`src/rtl/viterbi_ctrl.sv`:
```
// viterbi_ctrl: per-symbol enable sequencer and traceback address generator for the Viterbi datapath.
// Zero-tail symbol insertion is compiled in by defining VITERBI_CTRL_TAIL_EN.
module viterbi_ctrl #(
  parameter int unsigned FRAME_LEN = 64,
  parameter int unsigned TAIL_LEN  = 2,
  parameter int unsigned ADDR_W    = 10
) (
  input  logic              clk,
  input  logic              rst,
  input  logic              i_start,
  input  logic              i_abort,
  input  logic              i_rx_valid,
  output logic              o_ready,
  output logic              o_en_b,
  output logic              o_en_a,
  output logic              o_en_s,
  output logic              o_en_t,
  output logic              o_tail,
  output logic [ADDR_W-1:0] o_wr_addr,
  output logic [ADDR_W-1:0] o_rd_addr,
  output logic              o_busy,
  output logic              o_done,
  output logic [2:0]        o_state
);

`ifdef VITERBI_CTRL_TAIL_EN
  localparam bit TAIL_ON = 1'b1;
`else
  localparam bit TAIL_ON = 1'b0;
`endif

  localparam int unsigned NUM_SYM = TAIL_ON ? (FRAME_LEN + TAIL_LEN) : FRAME_LEN;
  localparam logic [ADDR_W-1:0] LAST_DATA = ADDR_W'(FRAME_LEN - 1);
  localparam logic [ADDR_W-1:0] LAST_SYM  = ADDR_W'(NUM_SYM - 1);
  localparam logic [ADDR_W-1:0] FIRST_TAIL = ADDR_W'(FRAME_LEN);

  localparam logic [2:0] S_IDLE = 3'd0;
  localparam logic [2:0] S_WAIT = 3'd1;
  localparam logic [2:0] S_BM   = 3'd2;
  localparam logic [2:0] S_ACS  = 3'd3;
  localparam logic [2:0] S_SAVE = 3'd4;
  localparam logic [2:0] S_TB   = 3'd5;
  localparam logic [2:0] S_DONE = 3'd6;

  logic [2:0]        state, state_n;
  logic [ADDR_W-1:0] cnt, cnt_n;
  logic [ADDR_W-1:0] wr_n, rd_n;
  logic              tail_n;

  // Next-state / counter logic; outputs are decoded from the next state and registered.
  always_comb begin
    state_n = state;
    cnt_n   = cnt;
    wr_n    = o_wr_addr;
    rd_n    = o_rd_addr;
    tail_n  = 1'b0;
    case (state)
      S_IDLE: begin
        if (i_start && !i_abort) begin
          state_n = S_WAIT;
          cnt_n   = '0;
        end
      end
      S_WAIT: if (i_rx_valid) state_n = S_BM;
      S_BM:   state_n = S_ACS;
      S_ACS:  state_n = S_SAVE;
      S_SAVE: begin
        if (cnt == LAST_SYM) begin
          state_n = S_TB;
          cnt_n   = LAST_SYM;
        end else begin
          cnt_n   = cnt + ADDR_W'(1);
          // Tail symbols are generated internally, so they never wait for a source symbol.
          state_n = (TAIL_ON && (cnt >= LAST_DATA)) ? S_BM : S_WAIT;
        end
      end
      S_TB: begin
        if (cnt == '0) state_n = S_DONE;
        else           cnt_n   = cnt - ADDR_W'(1);
      end
      S_DONE:  state_n = S_IDLE;
      default: state_n = S_IDLE;
    endcase

    if (i_abort && (state != S_IDLE)) begin
      state_n = S_IDLE;
      cnt_n   = '0;
    end

    if (state_n == S_SAVE) wr_n = cnt_n;
    if (state_n == S_TB)   rd_n = cnt_n;
`ifdef VITERBI_CTRL_TAIL_EN
    tail_n = ((state_n == S_BM) || (state_n == S_ACS) || (state_n == S_SAVE)) &&
             (cnt_n >= FIRST_TAIL);
`else
    tail_n = 1'b0;
`endif
  end

  always_ff @(posedge clk) begin
    if (!rst) begin
      state     <= S_IDLE;
      cnt       <= '0;
      o_ready   <= 1'b0;
      o_en_b    <= 1'b0;
      o_en_a    <= 1'b0;
      o_en_s    <= 1'b0;
      o_en_t    <= 1'b0;
      o_tail    <= 1'b0;
      o_wr_addr <= '0;
      o_rd_addr <= '0;
      o_busy    <= 1'b0;
      o_done    <= 1'b0;
    end else begin
      state     <= state_n;
      cnt       <= cnt_n;
      o_ready   <= (state_n == S_WAIT);
      o_en_b    <= (state_n == S_BM);
      o_en_a    <= (state_n == S_ACS);
      o_en_s    <= (state_n == S_SAVE);
      o_en_t    <= (state_n == S_TB);
      o_tail    <= tail_n;
      o_wr_addr <= wr_n;
      o_rd_addr <= rd_n;
      o_busy    <= (state_n != S_IDLE);
      o_done    <= (state_n == S_DONE);
    end
  end

  assign o_state = state;

endmodule

```
`config.mk`:
```
export PLATFORM = sky130hd
export DESIGN_NAME = viterbi_ctrl
export DESIGN_NICKNAME = d
export VERILOG_FILES = /design/src/rtl/viterbi_ctrl.sv
export SDC_FILE = /design/constraint.sdc
export NUM_CORES = 1
export LEC_CHECK = 0
export ABC_AREA = 1
export CAP_MARGIN = 20
export CORE_MARGIN = 8
export CORE_UTILIZATION = 54
export CTS_CLUSTER_DIAMETER = 120
export DETAILED_ROUTE_END_ITERATION = 12
export PLACE_DENSITY = 0.8
export SYNTH_ARGS = -nofsm -noshare
export SYNTH_HDL_FRONTEND = slang
export SYNTH_SLANG_ARGS = --single-unit
export TNS_END_PERCENT = 100
```
`constraint.sdc`:
```
create_clock -name clk -period 2.2 [get_ports clk]
set_input_delay 0.33 -clock clk [delete_from_list [all_inputs] [get_ports clk]]
set_output_delay 0.33 -clock clk [all_outputs]
set_load 0.02 [all_outputs]
```
# == Yosys cells after proc, flatten, opt, wreduce, memory -nomap -nowiden ==
# Index checks and enable logic that the tools add are counted.
# word_totals
inputBits,5
elab_cells,43
regBits,40
# classes
eq_ne,12
reduce_logical,7
n_addsub,2
muxes,11
# op_table
cell,count
2-to-1 mux 10 bit,4
one-hot mux 10 bit (3 select lines),1
one-hot mux 3 bit (6 select lines),1
equality test 3 bit (second input constant),5
2-to-1 mux 3 bit,5
equality test 3 x 2 -> 1 bit (second input constant),4
adder 10 x 1 -> 10 bit (second input constant),1
equality test 10 x 6 -> 1 bit (second input constant),1
zero test 10 bit,1
subtractor 10 x 1 -> 10 bit (second input constant),1
equality test 3 x 1 -> 1 bit (second input constant),2
nonzero test 3 bit,2
zero test 3 bit,1
logical AND 1 bit,2
zero test 1 bit,1

# == Longest topological paths before layout ==
# Gate-level depths: netlist (run 1).
# logic_depth
word_depth,6
ltp_mapped,14
depth_no_buf,13

# == Least setup slack after synthesis (run 1) ==
# No wires, ideal clock.
# synth_timing
path_kind,reg2reg
startpoint,register cnt[0]
endpoint,register o_wr_addr[0]
setup_time_ns,0.114
slack_ns,0.506
path_buffers,1
path_stages_with_launch,14
required_ns,2.086
t_arrival_ns,1.581
cell_sequence,dfxtp_1 > ha_1 > nand2_1 > nor2_4 > nand2_4 > nor2_8 > nand2_4 > nand2_4 > nand2_4 > clkinv_1 > nand3_2 > buf_6 > a21oi_1 > nor2_1
# synth_via
elab_chain_cells,5
# synth_rtl
element,line,text
"start, declared",46,"logic [ADDR_W-1:0] cnt, cnt_n;"
"start signal, assigned",116,cnt <= cnt_n;
"parallel branches: the longest is 5 deep, another holds subtractor 10 x 1 -> 10 bit",--,
"end signal, assigned",123,o_wr_addr <= wr_n;
"end, declared",19,"output logic [ADDR_W-1:0] o_wr_addr,"
# Several ways; the timed one is not identified.
# A chain may end at the register's enable or synchronous reset.

# == Worst setup path in the final report (run 1) ==
# layout_timing
startpoint,register cnt[0]
endpoint,register o_wr_addr[1]
# The elaborated chain is that of the path after synthesis.

==> flow_summary.ini, run 1 <==
[setup_path]
reg2reg_to = o_wr_addr[1]
rr_worst_depth = 12
crit_path_start_kind = flip-flop
worstReg2RegStart = cnt[0]
endpoint_kind = flip-flop
crit_fanout = 11
cp_data_arrival_time_ps = 2160
crit_type = flip-flop to flip-flop
worstPathRequired_ps = 2390
reg2reg_slack_ps = 230

[routing]
dr_total_vias = 2501
wl_per_cell_um = 13.0
firstDrtPassIters = 4
drcViolationCount = 0
via_per_inst = 5.06
drtIter0Drc = 181
drt-total-wl_um = 6420
antenna_left = 0

[yosys]
synthesis.nets = 407
synthFlopType = dfxtp_1
synth-edff-count = 0
ys_seq_elements = 40
syn-cell-area_mm2 = 0.00242
synth-async-reset-ratio = 0
synth_warnings = 0
synth.avg_cell_area_um2 = 6.06
syn_inst = 400
synth_cell_type_count = 29
synth_seq_area_share = 0.330

[clocking]
clock_path_buffers = 2
cts_made_buffers = 5
cts_root_buf = clkbuf_8
worstSkewPairLatency_ps = 290
htreeDepth = 2
numClockSinks = 40
clk_pin_slew_worst_paths_ps = 70
tritoncts = yes

[pwr]
comb_power_share = 0.222
ir_drop_mv = 0.551
power_frac_seq = 0.464
power_frac_clock = 0.314
p_sw_frac = 0.309
p_sw_mw = 0.510
power.density_mw_per_mm2 = 561
p_int_mw = 1.14
power_leakage_nw = 1.55

[final_layout]
drive_above_1_share = 0.0995
syn_to_final_growth_pct = 21.4
fin_area_mm2 = 0.00294
num-nets-final = 449
stdcell_count = 494
diodes = 0
nFillCells = 400

[global_route]
overflow = 0
antenna_found_initial = 0
grt_max_degree = 22
grt_pass1_wl_um = 11200
track_usage = 0.190
grt_pass1_vias = 2372

[status]
status = finished, final reports clean

[placed_design]
hpwl_um = 5080
place.gp.congestion = 0.922
place_area_mm2 = 0.00284
place_inst = 487
dp_slack_ps = 216
io_buffer_count = 34

[timing]
setup_viol = 0
post-route-min-period_ps = 1970
skew_ps = 6.05
setup_ws_ps = 234
rsz0062_at_grt = no
period_share = 0.894
maxSlewViolCount = 0
fin_tns_setup_ps = 0
hold_viol_final = 0
clock.fmax_ghz = 0.509

[floorplan]
core_mm2 = 0.00435
pin_count = 36
num_rows = 24
die_w_um = 83.0
die-area_mm2 = 0.00689
die_y_um = 83.0
initial_utilization = 0.557

[worst_hold_path]
min-delay-start = o_wr_addr[3]
min_path_cells = 4
holdPathEnd = o_wr_addr[3]
hold_path.class = flip-flop to flip-flop

[flow_run]
cap_violations = 0
==> metal layers <==
metal  GRT usage  share of wire
met1       0.237           0.46
met4      0.0511          0.017
met5           0              0
met2       0.310           0.46
met3      0.0527          0.067
==> synthesized netlist by cell type, types with 2 or more instances <==
cell type | n | area (um2)
and2_1 | 2 | 12.5
buf_2 | 3 | 15.0
nor3_1 | 6 | 30.0
nand2_1 | 118 | 443
inv_2 | 2 | 7.51
nand2_4 | 4 | 45.0
nand2_2 | 6 | 37.5
nand3_2 | 2 | 20.0
ha_1 | 2 | 25.0
dfxtp_1 | 40 | 801
buf_6 | 2 | 22.5
a21oi_1 | 8 | 40.0
nor2_1 | 71 | 267
nand4_1 | 4 | 25.0
nand3_1 | 35 | 175
nor2_2 | 4 | 25.0
inv_1 | 62 | 233
buf_4 | 4 | 30.0
clkbuf_1 | 2 | 7.51
o21ai_0 | 14 | 70.1
==> state kept, by name, indices dropped and copies added, names as in the netlist, 3 cells and up <==
signal     flops
o_wr_addr     10
o_rd_addr     10
o_state        3
cnt           10
==> what timing repair did <==
action,in CTS,in global routing
gates resized for setup,0,2
setup buffers,0,0
setup endpoints to repair,0,3
hold buffers,0,0
==> cell families (layout without fill, tap and decap cells) <==
kind of cell             Yosys count  after routing  share of synthesized area
AO/OA/AOI/OAI                     23             23                     0.0501
XOR/XNOR                           1              1                    0.00361
adder cells (fa/ha/maj)            2              2                     0.0103
buffers and inverters             77            119                      0.134
flip-flops                        40             40                      0.330
other                              1              1                    0.00155
AND/OR/NAND/NOR                  256            256                      0.470
==> area by class of cell <==
type	count	area (um2)	area share
clock buffer	7	96.3	0.0327
sequential	40	801	0.272
inverter	66	249	0.0846
timing repair buffer	46	430	0.146
multi-input combinational	283	1300	0.442
tap	52	65.1	0.0221
==> how the worst max path moves through the flow <==
stage               start            to  slack, ps  cells after the start
4_1_cts            cnt[0]  o_wr_addr[1]        240                     12
3_3_place_gp      i_abort  o_wr_addr[3]        260                      8
2_1_floorplan      cnt[0]  o_wr_addr[0]        510                     13
5_1_grt            cnt[0]  o_wr_addr[8]          4                     13
6_report           cnt[0]  o_wr_addr[1]        230                     12
3_5_place_dp   i_rx_valid  o_wr_addr[1]        220                     10
==> critical path, cell delays in order (launching register included) <==
cell and delay (ps):
dfxtp_1 400, ha_1 210, nand2_1 120, nor2_4 170, nand2_4 90, nor2_8 120
nand2_4 70, nand2_4 90, nand2_4 70, clkinv_1 70, nand3_2 200, nor2_1 190
nor2_1 60
==> through the flow <==
stage | utilization | power, mW | hold slack, ps
final | 0.676 | 1.65 | 514
after detailed placement | 0.653 | 1.14 | 505
after global placement | 0.653 | 1.14 | 498
after global routing | 0.676 | 1.73 | 550
after floorplan | - | 1.03 | 517
after CTS | 0.675 | 1.65 | 518
==> power by group through the flow <==
stage	registers [mW]	clock network (mW)	logic [mW]
floorplan	0.792	0	0.241
global placement	0.783	0	0.357
detailed placement	0.783	0	0.361
CTS	0.766	0.523	0.362
global route	0.768	0.554	0.410
finish	0.767	0.520	0.366
==> placed cells by master, fill, tap and decap left out, types with 7 or more instances in the layout <==
master,count
buf_4,12
nor2_1,70
inv_1,61
clkdlybuf4s50_1,34
o21ai_0,14
nand3_1,35
nand2_1,118
clkbuf_8,7
dfxtp_1,40
a21oi_1,8
No activity file was read; power rests on OpenSTA's default activity.
==> run 2: changes to the inputs <==
Settings changed: CORE_UTILIZATION 54 to 50, PLACE_DENSITY 0.8 to 0.75.
==> flow_summary.ini, run 2 (same netlist as run 1, synthesis figures left out) <==
[status]
status = finished, final reports clean

[setup_path]
crit_type = flip-flop to flip-flop
path_cells = ha_1 -> nand2_1 -> nor2_4 -> nand2_4 -> nor2_8 -> nand2_4 -> nand2_4 -> nand2_4 -> clkinv_1 -> nand3_2 -> a21oi_1 -> nor2_1
crit_path_frequent_cell = nand2_4
reg2reg_slack_ps = 230
crit_start = cnt[0]
cpLargestDelayFamily = simple AND/OR/NAND/NOR gates
crit_fanout = 11
worstReg2RegStart = cnt[0]
crit_cells = 12
endpoint = o_wr_addr[0]
reg2reg_to = o_wr_addr[0]
worstPathRequired_ps = 2390
cp_slowest_cell = dfxtp_1
rr_worst_depth = 12
endpoint_kind = flip-flop
crit_buf_inv = 1
crit_path_start_kind = flip-flop
cp_data_arrival_time_ps = 2160
cp_slowest_stage_delay_ps = 400

[placed_design]
place_area_mm2 = 0.00282
hpwl_um = 5100
io_buffer_count = 34
place.gp.congestion = 0.899
place_inst = 486

[routing]
drtIter0Drc = 153
drt-total-wl_um = 6570
drcViolationCount = 0
via_per_inst = 4.95
antenna_left = 0
wl_per_cell_um = 13.3
dr_total_vias = 2441
firstDrtPassIters = 4

[timing]
fin_tns_setup_ps = 0
maxSlewViolCount = 0
clock.fmax_ghz = 0.508
period_share = 0.895
skew_ps = 3.23
post-route-min-period_ps = 1970
setup_viol = 0
hold_viol_final = 0
timing.hold.ws_ps = 510
rsz0062_at_grt = no

[pwr]
ir_drop_mv = 0.393
p_sw_frac = 0.328
power_frac_clock = 0.293
p_sw_mw = 0.524
power_frac_seq = 0.482
p_int_mw = 1.07
power.density_mw_per_mm2 = 551
finalPower_mw = 1.60
comb_power_share = 0.225
power_leakage_nw = 1.53

[final_layout]
drive_above_1_share = 0.0866
num-nets-final = 446
layout_common_cells = nand2_1 (118), nor2_1 (71), inv_1 (62)
fin_area_mm2 = 0.00290
stdcell_count = 493
final_common_cell = nand2_1
reg.largest.list = cnt (10), o_rd_addr (10), o_wr_addr (10)
syn_to_final_growth_pct = 19.7
diodes = 0

[clocking]
numClockSinks = 40
clock_path_buffers = 2
cts_made_buffers = 5
clk_pin_slew_worst_paths_ps = 70
cts_hold_buf = 0
cts_setup_buffers = 0
cts-resized-gates = 0
tritoncts = yes
htreeDepth = 2
worstSkewPairLatency_ps = 290
cts_root_buf = clkbuf_8

[worst_hold_path]
hold_path.class = flip-flop to flip-flop

[flow_run]
cap_violations = 0

[floorplan]
pin_count = 36
die_w_um = 85.6
num_rows = 25
core_mm2 = 0.00469
initial_utilization = 0.517
die-area_mm2 = 0.00733
die_y_um = 85.6

[global_route]
antenna_found_initial = 0
overflow = 0
grt_pass1_wl_um = 10900
grt_pass1_vias = 2315
track_usage = 0.184
grt_max_degree = 22
-- run 2: worst register-to-register path, cell delays in order (launching register included) --
cell      delay [ps]
dfxtp_1          400
ha_1             200
nand2_1          130
nor2_4           170
nand2_4           90
nor2_8           130
nand2_4           70
nand2_4           90
nand2_4           70
clkinv_1          70
nand3_2          200
a21oi_1          200
nor2_1            60
-- run 2: worst min-delay path by stage --
stage	slack, ps	start	end	cells past startpoint
3_3_place_gp	500	o_rd_addr[4]	o_rd_addr[4]	4
3_5_place_dp	500	o_rd_addr[0]	o_rd_addr[0]	4
2_1_floorplan	520	rst	o_wr_addr[3]	4
4_1_cts	520	o_rd_addr[1]	o_rd_addr[1]	4
6_report	510	o_rd_addr[1]	o_rd_addr[1]	4
5_1_grt	540	o_rd_addr[1]	o_rd_addr[1]	4
-- run 2: power by group through the flow --
stage / sequential, mW / clock [mW] / combinational, mW
floorplan: 0.792 / 0 / 0.241
global placement: 0.788 / 0 / 0.351
detailed placement: 0.787 / 0 / 0.353
CTS: 0.770 / 0.482 / 0.356
global route: 0.774 / 0.510 / 0.402
finish: 0.771 / 0.468 / 0.359
-- run 2: stage by stage --
stage / setup slack, ps / util
2_1_floorplan: 506 / -
3_3_place_gp: 166 / 0.602
3_5_place_dp: 159 / 0.602
4_1_cts: 242 / 0.618
5_1_grt: 59.1 / 0.618
6_report: 230 / 0.618
-- run 2: cell type report --
cell class | instances | area [um2]
Tap cell | 54 | 67.6
Inverter | 66 | 249
Timing Repair Buffer | 43 | 408
Multi-Input combinational cell | 283 | 1300
Fill cell | 474 | 1790
Clock buffer | 6 | 72.6
Clock inverter | 1 | 5.00
Sequential cell | 40 | 801
-- run 2: layer usage --
layer	up-vias	routed length, um	global-route usage	part of all wire
met5	-	0	0	0
met2	72	2930	0.294	0.45
met3	15	404	0.0497	0.061
met1	1071	3060	0.228	0.47
li1	1283	-	-	-
met4	0	178	0.0717	0.027
==> run 3: changes to the inputs <==
Settings changed: ABC_AREA 1 to default, CORE_MARGIN 8 to default, GPL_ROUTABILITY_DRIVEN from default to 0, PLACE_DENSITY 0.75 to 0.76.
==> flow_summary.ini, run 3 <==
[yosys]
synth-async-reset-ratio = 0
netlist.area_leader.share = 0.371
synth.most_common_cell = dfxtp_1
synth-edff-count = 0
synthesis.nets = 269
ys_seq_elements = 40
synthFlopType = dfxtp_1
netlist_top_cells_count = dfxtp_1 (40), nor2_1 (21), a21oi_1 (17)
synthTopCellsByArea = dfxtp_1 (37%), a21oi_1 (3.9%), o21ai_0 (3.7%)
synth_cell_type_count = 58
synth_warnings = 0
synth_largest_area_cell = dfxtp_1
syn-cell-area_mm2 = 0.00216
synth_seq_area_share = 0.371
synth.avg_cell_area_um2 = 8.24
syn_inst = 262

[status]
status = finished, final reports clean

[routing]
dr_total_vias = 2230
antenna_left = 0
drtIter0Drc = 183
firstDrtPassIters = 4
drcViolationCount = 0
drt-total-wl_um = 5990
via_per_inst = 6.13
wl_per_cell_um = 16.5

[pwr]
power.density_mw_per_mm2 = 596
comb_power_share = 0.199
ir_drop_mv = 0.427
power_leakage_nw = 1.05
p_sw_mw = 0.452
power_frac_clock = 0.350
p_sw_frac = 0.270
power_frac_seq = 0.450
p_int_mw = 1.22

[clocking]
worstSkewPairLatency_ps = 290
cts_hold_buf = 0
htreeDepth = 2
tritoncts = yes
cts_made_buffers = 5
clock_path_buffers = 2
numClockSinks = 40
clk_pin_slew_worst_paths_ps = 80
cts_root_buf = clkbuf_8

[final_layout]
nFillCells = 347
stdcell_count = 364
reg.largest.list = cnt (10), o_rd_addr (10), o_wr_addr (10)
syn_to_final_growth_pct = 29.9
drive_above_1_share = 0.162
fin_area_mm2 = 0.00281
layout_common_cells = dfxtp_1 (39), clkdlybuf4s50_1 (34), buf_4 (32)
fin_util = 0.686
diodes = 0
final_common_cell = dfxtp_1
num-nets-final = 320

[global_route]
track_usage = 0.286
grt_max_degree = 17
grt_pass1_vias = 2066
antenna_found_initial = 0
overflow = 0
grt_pass1_wl_um = 9740

[timing]
maxSlewHeadroom = 0.654
skew_ps = 6.43
rsz0062_at_grt = yes
post-route-min-period_ps = 2120
hold_viol_final = 0
maxSlewViolCount = 0
period_share = 0.963
worst_pin_slew_ps = 513
fin_tns_setup_ps = 0
clock.fmax_ghz = 0.472
setup_viol = 0
timing.hold.ws_ps = 479

[floorplan]
die_y_um = 67.7
initial_utilization = 0.528
core_mm2 = 0.00409
die-area_mm2 = 0.00459
num_rows = 23
die_w_um = 67.7
pin_count = 36

[setup_path]
endpoint_kind = flip-flop
crit_fanout = 6
worstReg2RegStart = cnt[0]
rr_worst_depth = 8
crit_path_start_kind = flip-flop
cp_data_arrival_time_ps = 2340
reg2reg_to = o_wr_addr[0]
crit_type = flip-flop to flip-flop
reg2reg_slack_ps = 80
worstPathRequired_ps = 2420

[placed_design]
place_area_mm2 = 0.00268
hpwl_um = 4500
place_inst = 354
io_buffer_count = 34

[flow_run]
cap_violations = 0

[worst_hold_path]
hold_path.class = flip-flop to flip-flop
min_path_cells = 2
min-delay-start = o_rd_addr[1]
holdPathEnd = o_rd_addr[1]
## run 3: critical path, cell delays in order (launching register included)
cell	delay [ps]
dfxtp_1	310
inv_1	60
ha_1	150
or4b_4	480
o31ai_4	300
buf_4	200
nand2_1	50
a311o_1	330
o21ai_1	160
## run 3: power by group through the flow
stage                     Combinational, mW  Clock [mW]  Sequential (mW)
final                                 0.333       0.586            0.753
after global routing                  0.363       0.621            0.757
after CTS                             0.325       0.592            0.753
after detailed placement              0.322           0            0.770
after global placement                0.320           0            0.770
after floorplan                       0.204           0            0.778
## run 3: how the worst max path moves through the flow
stage               startpoint           end  cells past startpoint
floorplan               cnt[0]  o_rd_addr[0]                      7
global placement       i_start  o_rd_addr[9]                      8
detailed placement      cnt[0]  o_rd_addr[5]                      8
CTS                     cnt[0]  o_rd_addr[5]                      8
global route            cnt[0]  o_wr_addr[2]                      8
finish                  cnt[0]  o_wr_addr[0]                      8
## run 3: timing repair
| item | CTS | global route |
|---|---|---|
| pin swaps | 1 | 3 |
| buffers inserted | 0 | 2 |
| setup endpoints to repair | 1 | 15 |
| gates resized for setup | 0 | 3 |
## run 3: logic make-up after synthesis
group / after synthesis / share of synthesized area
fa+ha+maj: 2 / 0.0116
other cells: 1 / 0.00174
xor+xnor: 2 / 0.00811
compound gates: 78 / 0.242
flops: 40 / 0.371
simple gates: 105 / 0.293
buf+inv: 34 / 0.0724
## run 3: metrics by stage
stage / worst slack, ps / power, mW
CTS: 26.2 / 1.67
floorplan: 121 / 0.982
finish: 81.0 / 1.67
global placement: 61.5 / 1.09
detailed placement: -3.39 / 1.09
global route: -40.3 / 1.74
## run 3: final cells by class
| cell class | count | area [um2] | area share |
|---|---|---|---|
| timing repair buffer | 66 | 581 | 0.207 |
| inverter | 12 | 45.0 | 0.0161 |
| clock buffer | 6 | 72.6 | 0.0259 |
| sequential | 40 | 802 | 0.286 |
| tap | 50 | 62.6 | 0.0223 |
| clock inverter | 2 | 35.0 | 0.0125 |
| multi-input combinational | 188 | 1210 | 0.430 |
## run 3: per-layer routing
metal | up-vias | share of wire | GRT usage
met5 | - | 0 | 0
met1 | 1018 | 0.43 | 0.368
li1 | 1081 | - | -
met2 | 117 | 0.47 | 0.462
met4 | 0 | 0.019 | 0.0904
met3 | 14 | 0.081 | 0.0726
